File: config.mk
export PLATFORM = sky130hd
export DESIGN_NAME = nmi_rr_arbiter
export DESIGN_NICKNAME = d
export VERILOG_FILES = /design/src/rtl/nmi_rr_arbiter.sv
export SDC_FILE = /design/constraint.sdc
export NUM_CORES = 1
export LEC_CHECK = 0
export BUFFER_PORTS_ARGS = -buffer_cell sky130_fd_sc_hd__buf_2
export CORE_AREA = 4 4 117 119
export DETAILED_ROUTE_END_ITERATION = 8
export DIE_AREA = 0 0 121 123
export GPL_TIMING_DRIVEN = 0
export HOLD_SLACK_MARGIN = 0.08
export PLACE_DENSITY_LB_ADDON = 0.15
export SLEW_MARGIN = 30
export SYNTH_ARGS = -nofsm -noshare
export SYNTH_HDL_FRONTEND = slang
export SYNTH_SLANG_ARGS = --single-unit
File: constraint.sdc
create_clock -name clk_i -period 2.53 [get_ports clk_i]
set_input_delay 0.759 -clock clk_i [delete_from_list [all_inputs] [get_ports clk_i]]
set_output_delay 0.759 -clock clk_i [all_outputs]
set_load 0.01 [all_outputs]
File: src/rtl/nmi_rr_arbiter.sv
// Round-robin arbiter sharing one NMI slave port between NUM_MST masters,
// with a watchdog that force-completes transactions the slave never acks.
module nmi_rr_arbiter #(
   parameter int          NUM_MST       = 2,
   parameter int          TIMEOUT_CYC   = 1024,
   parameter logic [31:0] TIMEOUT_RDATA = 32'hDEAD_BEEF
) (
   input  logic                    clk_i,
   input  logic                    rst_i,
   input  logic [NUM_MST-1:0]      m_valid_i,
   input  logic [NUM_MST*32-1:0]   m_addr_i,
   input  logic [NUM_MST*32-1:0]   m_wdata_i,
   input  logic [NUM_MST*4-1:0]    m_wstrb_i,
   output logic [NUM_MST*32-1:0]   m_rdata_o,
   output logic [NUM_MST-1:0]      m_ready_o,
   output logic                    s_valid_o,
   output logic [31:0]             s_addr_o,
   output logic [31:0]             s_wdata_o,
   output logic [3:0]              s_wstrb_o,
   input  logic [31:0]             s_rdata_i,
   input  logic                    s_ready_i,
   output logic [NUM_MST-1:0]      grant_o,
   output logic                    timeout_o
);

   localparam int PW    = (NUM_MST > 2) ? $clog2(NUM_MST) : 1;
   localparam int CW    = (TIMEOUT_CYC > 2) ? $clog2(TIMEOUT_CYC) : 1;
   localparam int TLIM  = (TIMEOUT_CYC > 0) ? TIMEOUT_CYC - 1 : 0;
   localparam bit WD_ON = (TIMEOUT_CYC > 0);

   typedef enum logic {IDLE, BUSY} state_t;

   state_t               state_q, state_d;
   logic [NUM_MST-1:0]   grant_q, grant_d;
   logic [PW-1:0]        gidx_q, gidx_d;
   logic [PW-1:0]        ptr_q, ptr_d;
   logic [CW-1:0]        cnt_q, cnt_d;

   logic [31:0]          addr_a  [NUM_MST];
   logic [31:0]          wdata_a [NUM_MST];
   logic [3:0]           wstrb_a [NUM_MST];
   logic [31:0]          rdata_a [NUM_MST];

   logic                 busy;
   logic                 g_valid;
   logic                 fire;
   logic                 found;
   logic [PW-1:0]        pick;
   logic [PW-1:0]        ptr_nx;

   for (genvar k = 0; k < NUM_MST; k++) begin : g_unpack
      assign addr_a[k]  = m_addr_i[32*k +: 32];
      assign wdata_a[k] = m_wdata_i[32*k +: 32];
      assign wstrb_a[k] = m_wstrb_i[4*k +: 4];
      assign m_rdata_o[32*k +: 32] = rdata_a[k];
   end

   assign busy    = (state_q == BUSY);
   assign g_valid = m_valid_i[gidx_q];
   assign ptr_nx  = (gidx_q == PW'(NUM_MST - 1)) ? '0 : gidx_q + 1'b1;
   // Slave response in the limit cycle wins over the watchdog.
   assign fire    = WD_ON && busy && g_valid && !s_ready_i &&
                    (cnt_q == CW'(TLIM));

   always_comb begin
      found = 1'b0;
      pick  = '0;
      for (int i = 0; i < NUM_MST; i++) begin
         int idx;
         idx = int'(ptr_q) + i;
         if (idx >= NUM_MST) idx = idx - NUM_MST;
         if (!found && m_valid_i[PW'(idx)]) begin
            found = 1'b1;
            pick  = PW'(idx);
         end
      end
   end

   always_comb begin
      state_d = state_q;
      grant_d = grant_q;
      gidx_d  = gidx_q;
      ptr_d   = ptr_q;
      cnt_d   = cnt_q;
      unique case (state_q)
         IDLE: begin
            if (found) begin
               state_d = BUSY;
               gidx_d  = pick;
               grant_d = NUM_MST'(1) << pick;
               cnt_d   = '0;
            end
         end
         BUSY: begin
            if (!g_valid || s_ready_i || fire) begin
               state_d = IDLE;
               grant_d = '0;
               ptr_d   = ptr_nx;
            end else begin
               cnt_d = cnt_q + 1'b1;
            end
         end
         default: state_d = IDLE;
      endcase
   end

   always_ff @(posedge clk_i) begin
      if (rst_i) begin
         state_q <= IDLE;
         grant_q <= '0;
         gidx_q  <= '0;
         ptr_q   <= '0;
         cnt_q   <= '0;
      end else begin
         state_q <= state_d;
         grant_q <= grant_d;
         gidx_q  <= gidx_d;
         ptr_q   <= ptr_d;
         cnt_q   <= cnt_d;
      end
   end

   // Outputs are gated by reset so an abandoned transaction gets no ready.
   always_comb begin
      s_valid_o = 1'b0;
      s_addr_o  = '0;
      s_wdata_o = '0;
      s_wstrb_o = '0;
      m_ready_o = '0;
      for (int k = 0; k < NUM_MST; k++) rdata_a[k] = '0;
      if (busy && !rst_i) begin
         s_valid_o         = g_valid && !fire;
         s_addr_o          = addr_a[gidx_q];
         s_wdata_o         = wdata_a[gidx_q];
         s_wstrb_o         = wstrb_a[gidx_q];
         m_ready_o[gidx_q] = g_valid && (s_ready_i || fire);
         rdata_a[gidx_q]   = fire ? TIMEOUT_RDATA : s_rdata_i;
      end
   end

   assign grant_o   = rst_i ? '0 : grant_q;
   assign timeout_o = fire && !rst_i;

endmodule

==> key figures <==
Outcome
  • Outcome: complete, but fails checks
  • Violated checks: setup timing

Pwr
  • Final Power: 1.01 mW
  • Peak supply drop: 156 uV
  • Sequential power share: 0.243
  • P_int: 0.688 mW
  • Combinational power share: 0.449
  • Pwr dens: 203 mW/mm^2
  • Net Sw Frac: 0.321
  • P_sw: roughly 0.32 mW
  • Clock Power Share: 0.308
  • Lkg Pwr: 2.54 nW

Yosys
  • Mux cell area share after synthesis: 0.297
  • Syn Inst Count: 343
  • Synth Flop Type: dfxtp_1
  • Largest family of logic cells by synthesized area: multiplexers
  • Post-synthesis cell type count: 44
  • Area contributors post-synth: mux2i_1 28%, o21a_1 15%, dfxtp_1 12%
  • Post-Synth Simple-Gate Area: 0.285
  • Mean Syn Cell Area: around 7.2 sq um
  • Synth Register Bits: 15
  • Post-synth ARST share: 0
  • Ys Warns: 0
  • Post-synth top area share: 0.279
  • Cell taking the most area after synthesis: mux2i_1
  • Post-Synth Adder-Cell Area: 0.00505
  • Post-synthesis sequential area ratio: 0.121
  • Syn_nets: 517
  • Mapped Area: approximately 0.0025 sq mm
  • Post-Synth XOR/XNOR Area: 0
  • Post-synthesis compound-gate area fraction: 0.218
  • Number of synthesized flops with an enable pin: 0

Timing
  • Clock skew: about 5.1 ps
  • Worst Setup Slack, final: -194 ps
  • Setup Viol. Count Final: 50
  • Fin crit period: 2720 ps
  • Achievable Freq: 0.367 GHz
  • Tightest Pin Transition: between 500 and 600 ps
  • Unrepaired setup endpoints after global routing: true
  • Final period util: 1.08
  • Final hold vios: 0
  • Slew Viols, Final: 0
  • Worst slew margin: 0.644

Final layout
  • Post-route insts no fill: ~850
  • Multi-input gate area: 0.00222 sq mm
  • Area delta synth->final: 102%
  • # fillers: 1370
  • Finished Core Util: 0.397
  • Final Net Count: 851
  • # diodes: 0
  • Post-route cell area: about 0.0050 sq mm
  • FF/Latch Area: 315 sq um
  • Share of cells above drive strength 1: 0.620

Floorplanning
  • Initial Util: 0.197
  • IO Count: 311
  • Die width: 121 um
  • Die area: about 0.015 sq mm
  • Placement row count: 41
  • Core Region: between 0.01 and 0.015 sq mm
  • Die Height: 123 um

Place
  • GP Congestion: 0.883
  • Port bufs: 310
  • Post-DP Area: 0.00425 sq mm
  • Setup WS pre-CTS: -671 ps
  • Post-DP HPWL: 13100 um
  • Placed Instances: 825

Global routing
  • GRT Util Overall: 0.191
  • Vias in the first global route: ~4000
  • Largest net degree at the start of global routing: 11
  • Total grt overflow: 0
  • Initial antenna violation count: 0
  • Global-route wire length before repair: 22200 um

Hold path
  • Hold crit path type: flip-flop to flip-flop
  • Sink of the worst hold path: grant_q[0]
  • Min-Delay Path Depth: 1
  • Worst Hold Launch: ptr_q

Setup path
  • Worst flop-to-flop path endpoint: ptr_q
  • RR Startpoint: cnt_q[0]
  • Reg2Reg Setup Slack: 720 ps
  • Worst Setup Path Type: flip-flop to output pin
  • Worst Setup SP: cnt_q[0]
  • Worst R2R Path Depth: 6
  • Critical path arrival: 1970 ps
  • Critical-path maximum fanout: 10
  • Crit end category: output pin
  • CP Launch Type: flip-flop
  • Worst Path Required: ~1800 ps

Routing
  • WL/cell: roughly 18 um
  • Routed via count: 3862
  • Antenna Violating Nets Remaining: 0
  • DR pass1 iterations: 5
  • Initial DRC Count: 127
  • Post-route DRC violation count: 0
  • Via density: 4.55
  • Detailed Route WL: 15300 um

Clock tree
  • CTS root buffer: clkbuf_16
  • H-Tree Depth: 1
  • Sink Count: 15
  • CTS tree: yes
  • Clk_lat worst skew: 250 ps
  • # hold bufs at CTS: 0
  • Total CTS buffers: 3
  • Max Root-Sink Buffers: 2
  • Reg clk slew, reported paths: 50 ps

Run
  • Maxcap violations: 0
-- synthesized netlist by cell type (2+ instances only) --
cell type,count
o32ai_1,2
nand2b_1,5
nor3b_1,2
nor2_1,75
nor3_1,2
buf_2,11
a21oi_1,8
nor2b_1,2
and3_1,18
clkbuf_1,21
a31oi_1,3
nand4_1,4
mux2_2,4
o211ai_1,5
or3_1,3
nand3_1,6
and3b_1,2
nand3b_1,2
dfxtp_1,15
o21a_1,48
mux2i_1,69
nand2_1,7
inv_1,5
nor4_1,3
buf_6,2
-- routing by layer --
metal / part of all wire / track usage / up-vias
li1: - / - / 1890
met1: 0.41 / 0.233 / 1771
met2: 0.51 / 0.358 / 193
met3: 0.076 / 0.0375 / 8
met4: 0.0042 / 0.0184 / 0
met5: 0 / 0 / -
-- flip-flops by register name (all words and copies together), names as in the netlist --
register,flops
ptr_q,1
cnt_q,10
busy,1
gidx_q,1
grant_q,2
-- placed cells by master (no fill, tap or decap), types with 16 or more instances in the layout --
cell	synthesis	routed
nor2_1	75	65
and3_4	0	16
buf_4	1	23
o21a_1	48	48
buf_2	11	287
mux2i_1	69	65
buf_6	2	33
-- repair_timing --
item                       CTS  global route
setup endpoints to repair  136           110
resized for setup           89            63
buffers inserted            21             7
gates cloned                 3             0
pin swaps                   16            27
-- worst max path at each step --
stage	endpoint	slack, ps	cells past startpoint
finish	m_rdata_o[0]	-190	8
global route	m_rdata_o[0]	-320	8
CTS	m_rdata_o[25]	-340	9
detailed placement	m_rdata_o[11]	-670	7
global placement	m_rdata_o[11]	-630	7
floorplan	m_rdata_o[10]	20	5
-- worst max-delay path: stages (launching register included) --
cell,delay [ps]
dfxtp_4,350
ha_4,130
nand4_1,100
or3_4,410
nor3_4,180
buf_6,150
buf_8,130
o21a_1,120
buf_2,130
-- power groups by stage --
stage                     logic (mW)  clock network (mW)  registers, mW
final                          0.455               0.312          0.246
after global placement         0.406                   0          0.249
after global routing           0.497               0.331          0.247
after detailed placement       0.413                   0          0.249
after floorplan                0.178                   0          0.249
after CTS                      0.440               0.319          0.246
-- through the flow --
step / TNS, ps / hold slack [ps]
6_report: -8500 / 485
5_1_grt: -15400 / 522
4_1_cts: -14690 / 491
3_5_place_dp: -58350 / 481
3_3_place_gp: -55640 / 478
2_1_floorplan: 0 / 452
-- layout make-up --
class | count | area share
clock buffer | 4 | 0.0158
buffer | 31 | 0.0463
tap | 172 | 0.0431
multi-input combinational | 288 | 0.445
inverter | 5 | 0.00376
sequential | 15 | 0.0631
timing repair buffer | 333 | 0.383
-- logic make-up after synthesis --
kind of cell / Yosys count
AOI/OAI and AO/OA: 74
adders and majority gates: 1
buffers and inverters: 40
DFF: 15
muxes: 73
and+or+nand+nor: 140
No activity file was read; power rests on OpenSTA's default activity.
